<file path="config.mk">
export PLATFORM = sky130hd
export DESIGN_NAME = soc_shared_slave_arbiter
export DESIGN_NICKNAME = d
export VERILOG_FILES = /design/src/rtl/soc_shared_slave_arbiter.sv
export SDC_FILE = /design/constraint.sdc
export NUM_CORES = 1
export LEC_CHECK = 0
export CORE_MARGIN = 8
export CORE_UTILIZATION = 39
export DETAILED_ROUTE_END_ITERATION = 8
export PLACE_DENSITY_LB_ADDON = 0.1
export SLEW_MARGIN = 20
export SYNTH_ARGS = -nofsm -noshare
export SYNTH_HDL_FRONTEND = slang
export SYNTH_SLANG_ARGS = --single-unit
</file>
<file path="constraint.sdc">
create_clock -name clock -period 3.7 [get_ports clock]
set_clock_uncertainty 0.2 [all_clocks]
set_input_delay 0.74 -clock clock [delete_from_list [all_inputs] [get_ports clock]]
set_output_delay 0.74 -clock clock [all_outputs]
set_load 0.01 [all_outputs]
</file>
<file path="src/rtl/soc_shared_slave_arbiter.sv">
// Round-robin Avalon-MM arbiter sharing one fixed-latency slave between NUM_MASTERS data masters.
// Optional atomic-lock support is enabled by defining ARB_LOCK_EN (adds the m_lock port).
module soc_shared_slave_arbiter #(
    parameter int unsigned NUM_MASTERS  = 2,
    parameter int unsigned ADDR_W       = 10,
    parameter int unsigned DATA_W       = 32,
    parameter int unsigned READ_LATENCY = 1
) (
    input  logic                          clock,
    input  logic                          reset,
    input  logic [NUM_MASTERS*ADDR_W-1:0] m_address,
    input  logic [NUM_MASTERS-1:0]        m_read,
    input  logic [NUM_MASTERS-1:0]        m_write,
    input  logic [NUM_MASTERS*DATA_W-1:0] m_writedata,
`ifdef ARB_LOCK_EN
    input  logic [NUM_MASTERS-1:0]        m_lock,
`endif
    output logic [NUM_MASTERS-1:0]        m_waitrequest,
    output logic [DATA_W-1:0]             m_readdata,
    output logic [NUM_MASTERS-1:0]        m_readdatavalid,
    output logic [ADDR_W-1:0]             s_address,
    output logic                          s_read,
    output logic                          s_write,
    output logic [DATA_W-1:0]             s_writedata,
    input  logic [DATA_W-1:0]             s_readdata
);

    localparam int unsigned GW = (NUM_MASTERS > 1) ? $clog2(NUM_MASTERS) : 1;
    localparam int unsigned CW = $clog2(READ_LATENCY + 1);

    localparam logic [1:0] IDLE   = 2'd0;
    localparam logic [1:0] ISSUE  = 2'd1;
    localparam logic [1:0] RDWAIT = 2'd2;

    logic [1:0]             state, state_d;
    logic [GW-1:0]          grant, grant_d;
    logic [GW-1:0]          last_grant, last_grant_d;
    logic [CW-1:0]          cnt, cnt_d;
    logic [NUM_MASTERS-1:0] wait_d;
    logic [NUM_MASTERS-1:0] rdv_d;
    logic [DATA_W-1:0]      rdata_d;
    logic [ADDR_W-1:0]      s_address_d;
    logic [DATA_W-1:0]      s_writedata_d;
    logic                   s_read_d, s_write_d;
    logic [NUM_MASTERS-1:0] req;
    logic [GW-1:0]          sel;
    logic                   found;
`ifdef ARB_LOCK_EN
    logic                   lock_q, lock_d;
`endif

    assign req = m_read | m_write;

    // Rotating priority search starting just after the last granted master.
    always_comb begin
        int idx;
        idx   = 0;
        sel   = last_grant;
        found = 1'b0;
        for (int k = 1; k <= int'(NUM_MASTERS); k++) begin
            idx = int'(last_grant) + k;
            if (idx >= int'(NUM_MASTERS)) begin
                idx = idx - int'(NUM_MASTERS);
            end
            if (!found && req[GW'(idx)]) begin
                sel   = GW'(idx);
                found = 1'b1;
            end
        end
`ifdef ARB_LOCK_EN
        if (lock_q && req[last_grant]) begin
            sel = last_grant;
        end
`endif
    end

    // Next-state and next-output logic; every output is the registered image of its _d value.
    always_comb begin
        state_d       = state;
        grant_d       = grant;
        last_grant_d  = last_grant;
        cnt_d         = cnt;
        wait_d        = '1;
        rdv_d         = '0;
        rdata_d       = m_readdata;
        s_address_d   = s_address;
        s_writedata_d = s_writedata;
        s_read_d      = 1'b0;
        s_write_d     = 1'b0;
`ifdef ARB_LOCK_EN
        lock_d        = lock_q;
`endif
        case (state)
            IDLE: begin
`ifdef ARB_LOCK_EN
                if (lock_q && !req[last_grant]) begin
                    lock_d = 1'b0;
                end
`endif
                if (|req) begin
                    state_d       = ISSUE;
                    grant_d       = sel;
                    wait_d[sel]   = 1'b0;
                    s_address_d   = m_address[ADDR_W*int'(sel) +: ADDR_W];
                    s_writedata_d = m_writedata[DATA_W*int'(sel) +: DATA_W];
                    s_read_d      = m_read[sel];
                    // Simultaneous read and write is treated as a read.
                    s_write_d     = m_write[sel] & ~m_read[sel];
                end
            end
            ISSUE: begin
                last_grant_d = grant;
`ifdef ARB_LOCK_EN
                lock_d       = m_lock[grant];
`endif
                if (s_read) begin
                    state_d = RDWAIT;
                    cnt_d   = CW'(READ_LATENCY);
                end else begin
                    state_d = IDLE;
                end
            end
            RDWAIT: begin
                cnt_d = cnt - CW'(1);
                // Counter reaches zero on this edge: slave data is valid now.
                if (cnt == CW'(1)) begin
                    rdata_d      = s_readdata;
                    rdv_d[grant] = 1'b1;
                    state_d      = IDLE;
                end
            end
            default: begin
                state_d = IDLE;
            end
        endcase
    end

    always_ff @(posedge clock or posedge reset) begin
        if (reset) begin
            state           <= IDLE;
            grant           <= '0;
            last_grant      <= GW'(NUM_MASTERS - 1);
            cnt             <= '0;
            m_waitrequest   <= '1;
            m_readdatavalid <= '0;
            m_readdata      <= '0;
            s_address       <= '0;
            s_writedata     <= '0;
            s_read          <= 1'b0;
            s_write         <= 1'b0;
`ifdef ARB_LOCK_EN
            lock_q          <= 1'b0;
`endif
        end else begin
            state           <= state_d;
            grant           <= grant_d;
            last_grant      <= last_grant_d;
            cnt             <= cnt_d;
            m_waitrequest   <= wait_d;
            m_readdatavalid <= rdv_d;
            m_readdata      <= rdata_d;
            s_address       <= s_address_d;
            s_writedata     <= s_writedata_d;
            s_read          <= s_read_d;
            s_write         <= s_write_d;
`ifdef ARB_LOCK_EN
            lock_q          <= lock_d;
`endif
        end
    end

endmodule

</file>
==> results of run 1 <==
[worst paths after layout]
| kind | startpoint | to | slack, ps | cells after the start |
|---|---|---|---|---|
| max | m_write[0] | s_writedata[0] | 880 | 5 |
| max in group asynchronous | reset | s_writedata[19] | 2030 | 3 |
| min in group asynchronous | reset | m_readdata[14] | 590 | 2 |
| max reg2reg | last_grant | s_writedata[0] | 1300 | 4 |
| min | grant | m_readdatavalid[0] | 260 | 1 |
| min reg2reg | grant | m_readdatavalid[0] | 260 | 1 |
[synthesized netlist by cell type, types with 2 or more instances]
cell and number:
inv_1 4, nor2b_1 2, nor3_1 2, nand2_1 3, buf_4 3, clkbuf_1 25, dfrtp_1 82, dfstp_2 3
a31oi_1 42, buf_2 5, nand3_1 44, a21oi_1 45, nor2_1 4, o21ai_0 46, mux2_2 32
[kinds of logic (layout without fill, tap and decap cells)]
| family | Yosys count | count (layout) |
|---|---|---|
| AO/OA/AOI/OAI | 137 | 137 |
| buffers and inverters | 39 | 232 |
| flip-flops | 85 | 85 |
| multiplexers | 33 | 33 |
| AND/OR/NAND/NOR | 60 | 60 |
[power by group through the flow]
stage	registers, mW	clock network [mW]	logic (mW)
final	1.67	0.682	2.51
after global routing	1.73	0.736	2.71
after CTS	1.67	0.694	2.55
after detailed placement	1.68	0	2.55
after global placement	1.66	0	2.50
after floorplan	1.86	0	1.04
[area by class of cell]
type,count,share of cell area (%)
clock buffers,10,2.27
clock inverters,6,1.13
inverters,5,0.371
multi-input cells,230,23.9
flip-flops and latches,85,35.1
well taps,129,2.66
repair buffers,211,34.6
[per-layer routing]
layer  track usage [%]  part of all wire (%)
met1              22.1                    41
met2              30.4                    47
met3              7.18                   9.4
met4              8.34                   3.0
met5                 0                     0
[sequential cells by signal (all words and copies together), names as in the netlist]
| name | flops |
|---|---|
| cnt | 1 |
| state | 2 |
| grant | 1 |
| s_writedata | 32 |
| s_address | 10 |
| m_waitrequest | 2 |
| last_grant | 1 |
| m_readdata | 32 |
| s_write | 1 |
| m_readdatavalid | 2 |
| s_read | 1 |
[through the flow]
step	util, %	cell area [µm²]
detailed placement	63.2	5870
global route	65.4	6070
finish	65.4	6070
global placement	63.2	5870
floorplan	-	3730
CTS	65.4	6070
[placed cells by master (no fill, tap or decap), drive strengths merged]
cell           synthesis  routed
a21o                   1       1
a21oi                 45      45
a31oi                 42      42
buf                    9      10
bufinv                 0       1
clkbuf                25      10
clkdlybuf4s50          0     201
clkinv                 0       3
clkinvlp               0       1
dfrtp                 82      82
dfstp                  3       3
inv                    5       6
mux2                  33      33
nand2                  4       4
nand3                 44      44
nor2                   4       4
nor2b                  2       2
nor3                   2       2
nor3b                  1       1
o21a                   1       1
o21ai                 47      47
o31ai                  1       1
or2                    1       1
or3                    1       1
or4                    1       1
[critical path: cells and delay by family]
family                 cells  cell delay [ps]
buffers and inverters      2             1000
AND/OR/NAND/NOR            2              950
AO/OA/AOI/OAI              1              180
==> results.yml, run 1 <==
run_status:
  status: "finished clean"
synth:
  ys_warn_count: 0
  avgSynthCellArea_um2: 10.5
  syn_nets: 476
  syn_area_mm2: 0.00373
  yosys.area_share.xor_xnor_pct: 0
  synth-simple-area-share_pct: 8.24
  yosys.area.top_type: "dfrtp_1"
  ys.flop_type: "dfrtp_1"
  netlist.area_leader.share_pct: 55.0
  muxShareOfSynthArea_pct: 10.1
  synth_cells: 354
  synth_seq_area_share_pct: 57.1
  synth_edf_count: 0
  synth.distinct_cells: 27
  synth_area_leaders: "dfrtp_1 (55%), mux2_2 (9.7%), a31oi_1 (7.0%), o21ai_0 (6.2%), a21oi_1 (6.0%)"
  synth_seq_cells: 85
  async_reset_ff_share_pct: 100
  synthAdderAreaFrac_pct: 0
  synth_compound_area_share_pct: 20.0
  synth_top_family_by_area: "compound AO/OA/AOI/OAI gates"
detailed_routing:
  drc: 0
  routed_wl_um: 12600
  drt_iter0_markers: 188
  antenna_left: 0
  drt-vias-per-instance: 5.33
  wl_per_cell_um: 18.6
  drt_pass1_iterations: 4
  num_vias: 3600
final_layout:
  multi_input_area_mm2: 0.00145
  drive_gt1_share_pct: 12.8
  num-nets-final: 664
  area_delta_synth_final_pct: 62.7
  layoutNonFillerInstCount: 676
  seq_area_mm2: 0.00213
  diodes: 0
  fill_cells: 773
placement:
  dp_cells: 660
  io_buffers: 201
  pre_cts_ws_ps: 495
  hpwl_um: 8950
  routabilityCongestion: 0.797
setup_path:
  path_class: "in -> reg"
  cp.arrival_ps: 2890
  start_kind: "primary input"
  crit_chain: "clkdlybuf4s50_1, or3_1, buf_4, nand3_1, a31oi_1"
  cp.required_ps: 3770
  end_kind: "flip-flop"
  cpPeakStageDelay_ps: 840
  crit_slowest_cell: "or3_1"
  crit_fanout: 28
worst_hold_path:
  hp-class: "reg -> reg"
timing:
  setup_slack_ps: 878
  slew_headroom_pct: 32.2
  rsz0062_at_grt: "no"
  whs_ps: 262
  hold_viol: 0
  slew_violations: 0
  worstMarginPinSlew_ps: 1020
  fmax_mhz: 354
  setup_viol: 0
  final.period_utilization_pct: 76.3
  fin_crit_ps: 2820
  finalSetupTns_ps: 0
power:
  pwr-share-comb_pct: 51.6
  p_per_area_mw_per_mm2: 800
  pwr-share-seq_pct: 34.3
  p_leak_nw: 2.40
  p_total_mw: 4.86
  p_int_mw: 3.09
  p_sw_mw: 1.77
  clockPowerShare_pct: 14.0
  switching_share_pct: 36.5
  irDropWorstVdd_uv: 356
floorplanning:
  rows: 35
  initial_core_util_pct: 40.2
  die-area_mm2: 0.0130
  chipHeight_um: 114
  core_mm2: 0.00928
  io_pins: 202
  dieWidth_um: 114
global_routing:
  grt_max_degree: 51
  antenna_found_initial: 0
  gr-total-overflow: 0
  grt_util_all_layers_pct: 18.9
  grt_pass1_wl_um: 19700
  grt_pass1_vias: 3777
clock_tree:
  cts_tree: "done"
  clkLatencyLatePin_ps: 340
  cts_hold_buf: 0
  clockRootBuffer: "clkbuf_8"
  clockBufferDepth: 2
  cts_resized: 0
  path_clk_slew_ps: 90
  htreeDepth: 3
  cts_buffers: 9
  cts_setup_buffers: 0
  cts_sinks: 85
run:
  drv_cap: 0
Power figures use the tool's default switching activity.
==> inputs of run 2 (changes only) <==
==> constraint.sdc (replaced) <==
create_clock -name clock -period 2.95 [get_ports clock]
set_clock_uncertainty 0.2 [all_clocks]
set_input_delay 0.59 -clock clock [delete_from_list [all_inputs] [get_ports clock]]
set_output_delay 0.59 -clock clock [all_outputs]
set_load 0.01 [all_outputs]
==> run 2 against run 1 <==
Compared with the run above: worst hold slack gained 8.9 ps; sequential share of layout area shrank 0.17 points; sequential power grew 25%; die area is the same; flip-flop and latch count is the same; power grew 25%; critical path type unchanged; largest cell class is now buffers; highest routed layer unchanged.
==> results.yml, run 2 (synthesized netlist as in run 1, its figures left out) <==
final_layout:
  final_area_mm2: 0.00610
  layout_top_registers: "m_readdata (32), s_writedata (32), s_address (10)"
  fill_cells: 790
  area_delta_synth_final_pct: 63.5
  mostFrequentLayoutCell: "clkdlybuf4s50_1"
  layoutNonFillerInstCount: 679
  post-route-util_pct: 65.8
  num-nets-final: 667
  drive_gt1_share_pct: 12.9
  layout_common_cells: "clkdlybuf4s50_1 (201), dfrtp_1 (82), o21ai_0 (46), a21oi_1 (45), nand3_1 (44)"
  diodes: 0
placement:
  postPlaceCellArea_mm2: 0.00590
  io_buffers: 201
  dp_cells: 663
  routabilityCongestion: 0.746
  hpwl_um: 9000
timing:
  worstMarginPinSlew_ps: 534
  finalSetupTns_ps: 0
  setup_viol: 0
  fin_crit_ps: 2330
  slew_headroom_pct: 64.3
  slew_violations: 0
  hold_viol: 0
  final.period_utilization_pct: 78.9
  fmax_mhz: 430
  rsz0062_at_grt: "no"
power:
  irDropWorstVdd_uv: 415
  p_per_area_mw_per_mm2: 997
  p_total_mw: 6.09
  switching_share_pct: 36.4
  pwr-share-comb_pct: 51.9
  p_int_mw: 3.87
  p_leak_nw: 2.41
  p_sw_mw: 2.21
  pwr-share-seq_pct: 34.3
  clockPowerShare_pct: 13.8
worst_hold_path:
  hp-class: "reg -> reg"
detailed_routing:
  wl_per_cell_um: 18.0
  num_vias: 3576
  drt_pass1_iterations: 4
  routed_wl_um: 12200
  antenna_left: 0
  drc: 0
  drt_iter0_markers: 158
  drt-vias-per-instance: 5.27
setup_path:
  crit_fanout: 42
  crit_start: "m_write[0]"
  end_kind: "flip-flop"
  endpoint: "s_writedata[22]"
  rr_startpoint: "last_grant"
  path_class: "in -> reg"
  r2r-end: "s_address[9]"
  cpPeakStageDelay_ps: 590
  crit_slowest_cell: "or4_1"
  r2r_slack_ps: 1000
  cp.required_ps: 2940
  cp.arrival_ps: 2320
  crit_chain: "clkdlybuf4s50_1, or4_1, buf_4, a21oi_1, a31oi_1"
  start_kind: "primary input"
  r2r_cells: 4
clock_tree:
  path_clk_slew_ps: 90
  cts_buffers: 9
  cts_hold_buf: 0
  cts_setup_buffers: 0
  clockRootBuffer: "clkbuf_8"
  clkLatencyLatePin_ps: 340
  cts_sinks: 85
  cts_tree: "done"
  cts_resized: 0
  htreeDepth: 3
  clockBufferDepth: 2
floorplanning:
  die-area_mm2: 0.0130
  core_mm2: 0.00928
  chipHeight_um: 114
  io_pins: 202
  dieWidth_um: 114
  initial_core_util_pct: 40.2
  rows: 35
global_routing:
  antenna_found_initial: 0
  grt_max_degree: 47
  grt_pass1_wl_um: 19300
  gr-total-overflow: 0
  grt_util_all_layers_pct: 18.5
  grt_pass1_vias: 3858
run_status:
  status: "finished clean"
run:
  drv_cap: 0
[run 2: how the worst min path moves through the flow]
stage                     start            endpoint  slack (ps)  cells after the start
final                     grant  m_readdatavalid[0]         270                      1
after global routing      grant  m_readdatavalid[0]         310                      1
after CTS                 grant  m_readdatavalid[0]         270                      1
after detailed placement  grant  m_readdatavalid[0]         250                      1
after global placement    grant  m_readdatavalid[0]         250                      1
after floorplan           grant  m_readdatavalid[0]         230                      1
[run 2: per-layer routing]
metal	routed length, µm	GRT usage [%]	vias to the layer above
li1	-	-	1681
met1	4790	20.1	1714
met2	5890	31.4	156
met3	1160	6.66	25
met4	408	8.87	0
met5	0	0	-
[run 2: power by group through the flow]
stage / combinational [mW] / sequential (mW) / clock [mW]
floorplan: 1.30 / 2.33 / 0
global placement: 3.15 / 2.09 / 0
detailed placement: 3.21 / 2.11 / 0
CTS: 3.21 / 2.09 / 0.865
global route: 3.42 / 2.17 / 0.909
finish: 3.16 / 2.09 / 0.841
[run 2: area by class of cell]
class	count	area [µm²]	area share [%]
inverter	5	25.0	0.410
timing repair buffer	214	2130	35.0
multi-input combinational	230	1450	23.8
sequential	85	2130	34.9
clock inverter	6	72.6	1.19
clock buffer	10	128	2.09
tap	129	161	2.64
[run 2: critical path: cells and delay by family]
family	cells	cell delay (ps)
compound gates	2	280
buf+inv	2	840
simple gates	1	590
[run 2: stage by stage]
stage | setup slack (ps) | hold WS (ps)
2_1_floorplan | 952 | 226
3_3_place_gp | 285 | 251
3_5_place_dp | 266 | 252
4_1_cts | 643 | 274
5_1_grt | 534 | 309
6_report | 623 | 270
==> edit 1: new RTL, settings of run 2 <==
The parameter `ADDR_W` goes from 10 to 11.
--- a/src/rtl/soc_shared_slave_arbiter.sv
+++ b/src/rtl/soc_shared_slave_arbiter.sv
@@ -3,5 +3,5 @@
 module soc_shared_slave_arbiter #(
     parameter int unsigned NUM_MASTERS  = 2,
-    parameter int unsigned ADDR_W       = 10,
+    parameter int unsigned ADDR_W       = 11,
     parameter int unsigned DATA_W       = 32,
     parameter int unsigned READ_LATENCY = 1
Interface: changed (resized m_address and s_address); port bits go from 202 to 205. No check against the original RTL was run, so the function may have changed too.
==> edit 1 against run 2 <==
Design area is 1.7% higher. Power is 1.6% higher. Area after synthesis is 1.5% higher. Wire length is 2.2% higher. Cell count is 2.2% higher. Sequential cell count is 1 higher. Setup slack better by 0.025 ns. Largest cell class unchanged. Largest power group unchanged. Highest routed layer unchanged.
==> edit 1: results (changes against run 2) <==
stage,metric,value,unit,change
outcome,outcome,"complete, no violations",,
sta,clock.fmax,435,MHz,+1.1%
clock_tree,path_clk_slew,0.10,ns,
synth,synth_compound_area_share,20.1,%,+0.13 points
routing,drt_first_pass_iters,6,,+2
synth,yosysWarnings,0,,unchanged
clock_tree,clk_latency,0.34,ns,about the same
synth,yosys.area_share.adder,0,%,unchanged
worst_setup_path,crit_family,buffers and inverters,,
global_route,antenna_found_initial,0,,unchanged
place,dpl_cell_area,6000,um2,+1.6%
sta,whs,0.265,ns,-0.00499 ns
finish,top_regs,"m_readdata x32, s_writedata x32, s_address x11",,
routing,post-route-drc-count,0,,unchanged
min_path,hp-class,reg2reg,,
clock_tree,numCtsBuffers,9,,unchanged
place,place_inst,678,,+2.3%
worst_setup_path,cpPeakStageDelay,0.57,ns,-0.02 ns
synth,synthTopCellsByCount,"dfrtp_1, a21oi_1, nand3_1",,
synth,yosys.area_share.xor_xnor,0,%,unchanged
routing,post_drt_wl_per_cell,18.0,um,about the same
routing,vias,3646,,+2.0%
clock_tree,ctsHtreeMaxLevel,3,,unchanged
power_and_ir_drop,leakagePower,0.00246,uW,+2.0%
clock_tree,postCtsSetupRepairBufs,0,,unchanged
synth,ys_async_sr_fraction,100,%,unchanged
routing,routed_wirelength,12500,um,+2.2%
worst_setup_path,slowest_stage,or4_1,,
synth,synthMuxAreaShare,9.81,%,-0.25 points
global_route,grt_max_degree,44,,-6.4%
synth,yosysUniqueCellTypes,25,,-7.4%
power_and_ir_drop,irDropWorstVdd,0.000410,V,-1.2%
finish,drive_gt1_share,13.4,%,+0.46 points
clock_tree,root_buffer,clkbuf_8,,
global_route,grt.total_usage,18.7,%,+0.20 points
global_route,grt_pass1_wl,19300,um,about the same
synth,yosysSeqAreaShare,56.9,%,-0.19 points
place,port_buffers,204,,+1.5%
clock_tree,cts_resized,0,,unchanged
synth,synth_nets,484,,+1.7%
place,dp_hpwl,9050,um,+0.54%
worst_setup_path,reg2reg_slack,1.16,ns,+0.16 ns
synth,synth_area_leaders,"dfrtp_1, mux2_2, a31oi_1",,
worst_setup_path,crit_path_max_fanout,28,,-33%
worst_setup_path,r2r_start,state[1]$_DFFE_PP0P_,,
worst_setup_path,crit_path_start,m_read[1],,
sta,tightest_slew,0.689,ns,+0.155 ns
sta,report.final.slew_viol_count,0,,unchanged
place,place.gp.congestion,0.773,,+3.6%
synth,syn_area_per_cell,10.5,um2,-0.18%
min_path,min-delay-start,grant$_DFFE_PP0P_,,
global_route,grt_pass1_vias,3711,,-3.8%
place,pre_cts_ws,0.286,ns,+0.0204 ns
clock_tree,clk_path_buf_depth,2,,unchanged
finish,fillers,846,,+7.1%
routing,first_iter_violations,231,,+46%
[edit 1: worst paths after layout]
path | to | cells past startpoint
worst max-delay path | s_writedata[18]$_DFFE_PP0P_ | 6
min in group asynchronous | s_writedata[30]$_DFFE_PP0P_ | 2
worst max register to register | s_writedata[18]$_DFFE_PP0P_ | 5
worst min register to register | m_readdatavalid[0]$_DFF_PP0_ | 1
worst min-delay path | m_readdatavalid[0]$_DFF_PP0_ | 1
max in group asynchronous | last_grant$_DFFE_PP1N_ | 3
[edit 1: layer usage]
layer / GRT usage (%) / share of wire, %
met2: 29.9 / 47
met5: 0 / 0
met3: 7.81 / 10
met1: 22.3 / 41
met4: 5.77 / 1.6
[edit 1: cells by family after synthesis]
group | Yosys count
buffers and inverters | 40
muxes | 33
and+or+nand+nor | 61
DFF | 86
AOI/OAI and AO/OA | 140
[edit 1: layout make-up]
cell class                      instances  area, um2  area share (%)
Timing Repair Buffer                  220       2190            35.2
Sequential cell                        86       2160            34.7
Multi-Input combinational cell        234       1470            23.6
Tap cell                              133        166            2.68
Clock buffer                            9        124            2.00
Clock inverter                          7       87.6            1.41
Inverter                                5       22.5           0.363
[edit 1: per-stage QoR]
stage / power [uW] / util, %
after CTS: 6250 / 64.7
after floorplan: 3710 / -
after detailed placement: 5370 / 62.5
after global routing: 6620 / 64.7
after global placement: 5290 / 62.5
final: 6180 / 64.7
[edit 1: report_power, final]
group	leakage, uW	internal, uW	switching (uW)	total (uW)
sequential	0.000990	1790	325	2110
clock	0.000102	412	457	869
combinational	0.00136	1720	1480	3200
==> edit 2: new RTL, flow settings as in run 2 <==
Without the edit above. Make the reset (`reset`) synchronous in one clocked block.
--- a/src/rtl/soc_shared_slave_arbiter.sv
+++ b/src/rtl/soc_shared_slave_arbiter.sv
@@ -136,5 +136,5 @@
     end
 
-    always_ff @(posedge clock or posedge reset) begin
+    always_ff @(posedge clock) begin
         if (reset) begin
             state           <= IDLE;
Function: differs if reset is asserted again (counterexample within 4 cycles, from zero or initial values and one cycle with reset high); with reset held inactive, the same outputs for 4 cycles.
==> edit 2 against run 2 <==
Sequential cell count unchanged. Global-route usage increased by 1.2 points. Wire length increased by 4.0%. Setup slack got worse by 0.085 ns. Area after synthesis decreased by 5.6%. Via count increased by 6.5%. Design area decreased by 5.8%.
Power is not compared: it rests on default switching activity, and its combinational part moved more than twofold at a synthesized area within 25%.
==> edit 2: results (changes against run 2) <==
stage,metric,value,unit,change
outcome,outcome,"complete, no violations",,
synth,yosysUniqueCellTypes,30,,+11%
synth,yosysSeqAreaShare,48.3,%,-8.8 points
global_route,grt_pass1_wl,20300,um,+5.1%
synth,synth_area_leaders,"dfxtp_1, a311oi_1, a22o_1",,
routing,routed_wirelength,12700,um,+4.0%
global_route,grt.total_usage,19.7,%,+1.2 points
place,place.gp.congestion,0.718,,-3.7%
place,dp_hpwl,9060,um,+0.70%
routing,drt_first_pass_iters,5,,+1
clock_tree,clk_path_buf_depth,2,,unchanged
sta,whs,0.283,ns,+0.0122 ns
worst_setup_path,critical_path_arrival,2.39,ns,+0.07 ns
clock_tree,root_buffer,clkbuf_8,,
min_path,min-delay-start,m_readdata[30]$_SDFFE_PP0P_,,
finish,drive_gt1_share,9.32,%,-3.6 points
clock_tree,path_clk_slew,0.09,ns,about the same
finish,finalNetCount,675,,+1.2%
clock_tree,numCtsBuffers,9,,unchanged
routing,vias,3807,,+6.5%
synth,synthTopCellsByCount,"dfxtp_1, nand3_1, a311oi_1",,
clock_tree,cts_resized,0,,unchanged
worst_setup_path,r2r_end,s_writedata[31]$_SDFFE_PP0P_,,
global_route,grt_max_degree,47,,unchanged
place,port_buffers,201,,unchanged
min_path,holdPathEnd,m_readdata[30]$_SDFFE_PP0P_,,
synth,ys_async_sr_fraction,0,%,-100 points
routing,first_iter_violations,277,,+75%
sta,tightest_slew,1.03,ns,+0.500 ns
synth,yosysWarnings,0,,unchanged
synth,synth_top_flop_cell,dfxtp_1,,
worst_setup_path,reg2reg_depth,3,,-1
worst_setup_path,r2r_start,state[1]$_SDFFE_PP0P_,,
synth,synth_nets,494,,+3.8%
finish,diodes,0,,unchanged
worst_setup_path,reg2reg_slack,0.81,ns,-0.19 ns
finish,top_regs,"m_readdata x32, s_writedata x32, s_address x10",,
global_route,grt_pass1_vias,3865,,+0.18%
min_path,hp-class,reg2reg,,
[edit 2: cell count changes after synthesis, moves of 12 or more]
cell	run 2	this run
dfrtp_1	82	0
dfxtp_1	0	85
a22o_1	0	32
a31oi_1	42	1
a21oi_2	0	12
mux2_2	32	0
a311oi_1	0	42
[edit 2: cells by family (layout without fill, tap and decap cells)]
kind of cell / after synthesis / count (layout) / share of synthesized area (%)
flops: 85 / 85 / 48.3
simple gates: 65 / 65 / 10.2
buf+inv: 49 / 235 / 7.46
compound gates: 173 / 173 / 34.1
[edit 2: cell type report]
type,instances,area [um2]
clock buffers,9,124
clock inverters,7,65.1
fillers,733,3010
inverters,3,11.3
multi-input cells,238,1580
flip-flops and latches,85,1700
well taps,108,135
repair buffers,216,2130
[edit 2: worst max-delay path: stages]
cell and delay, ns:
clkdlybuf4s50_1 0.55, nor4_1 0.07, buf_4 0.14, nor2_4 0.79, a311oi_1 0.22
[edit 2: stage by stage]
| stage | setup slack [ns] | util [%] | area [um2] | power [uW] | cells |
|---|---|---|---|---|---|
| 2_1_floorplan | 0.940 | - | 3520 | 1640 | 372 |
| 3_3_place_gp | 0.260 | 63.5 | 5560 | 2040 | 650 |
| 3_5_place_dp | 0.226 | 63.5 | 5560 | 2050 | 650 |
| 4_1_cts | 0.594 | 65.6 | 5750 | 2850 | 666 |
| 5_1_grt | 0.454 | 65.6 | 5750 | 2960 | 666 |
| 6_report | 0.538 | 65.6 | 5750 | 2830 | 666 |
[edit 2: where the power goes]
group	leakage, uW	switching, uW	internal (uW)
clock network	0.0000947	471	328
registers	0.000697	57.9	1240
logic	0.00126	325	405
total	0.00205	854	1970
[edit 2: how the worst max path moves through the flow]
stage	startpoint	endpoint	slack [ns]	cells past startpoint
2_1_floorplan	m_read[0]	s_address[0]$_SDFFE_PP0P_	0.94	6
3_3_place_gp	m_read[1]	s_writedata[31]$_SDFFE_PP0P_	0.26	5
3_5_place_dp	m_read[1]	s_writedata[3]$_SDFFE_PP0P_	0.23	5
4_1_cts	m_read[1]	s_writedata[26]$_SDFFE_PP0P_	0.59	5
5_1_grt	m_write[0]	s_writedata[0]$_SDFFE_PP0P_	0.45	5
6_report	m_read[1]	s_writedata[31]$_SDFFE_PP0P_	0.54	5
[edit 2: layer usage]
metal / wire length, um / GRT usage, % / vias to the layer above
met1: 5120 / 22.9 / 1817
met5: 0 / 0 / -
li1: - / - / 1792
met2: 6160 / 32.0 / 179
met4: 221 / 6.84 / 0
met3: 1240 / 7.85 / 19
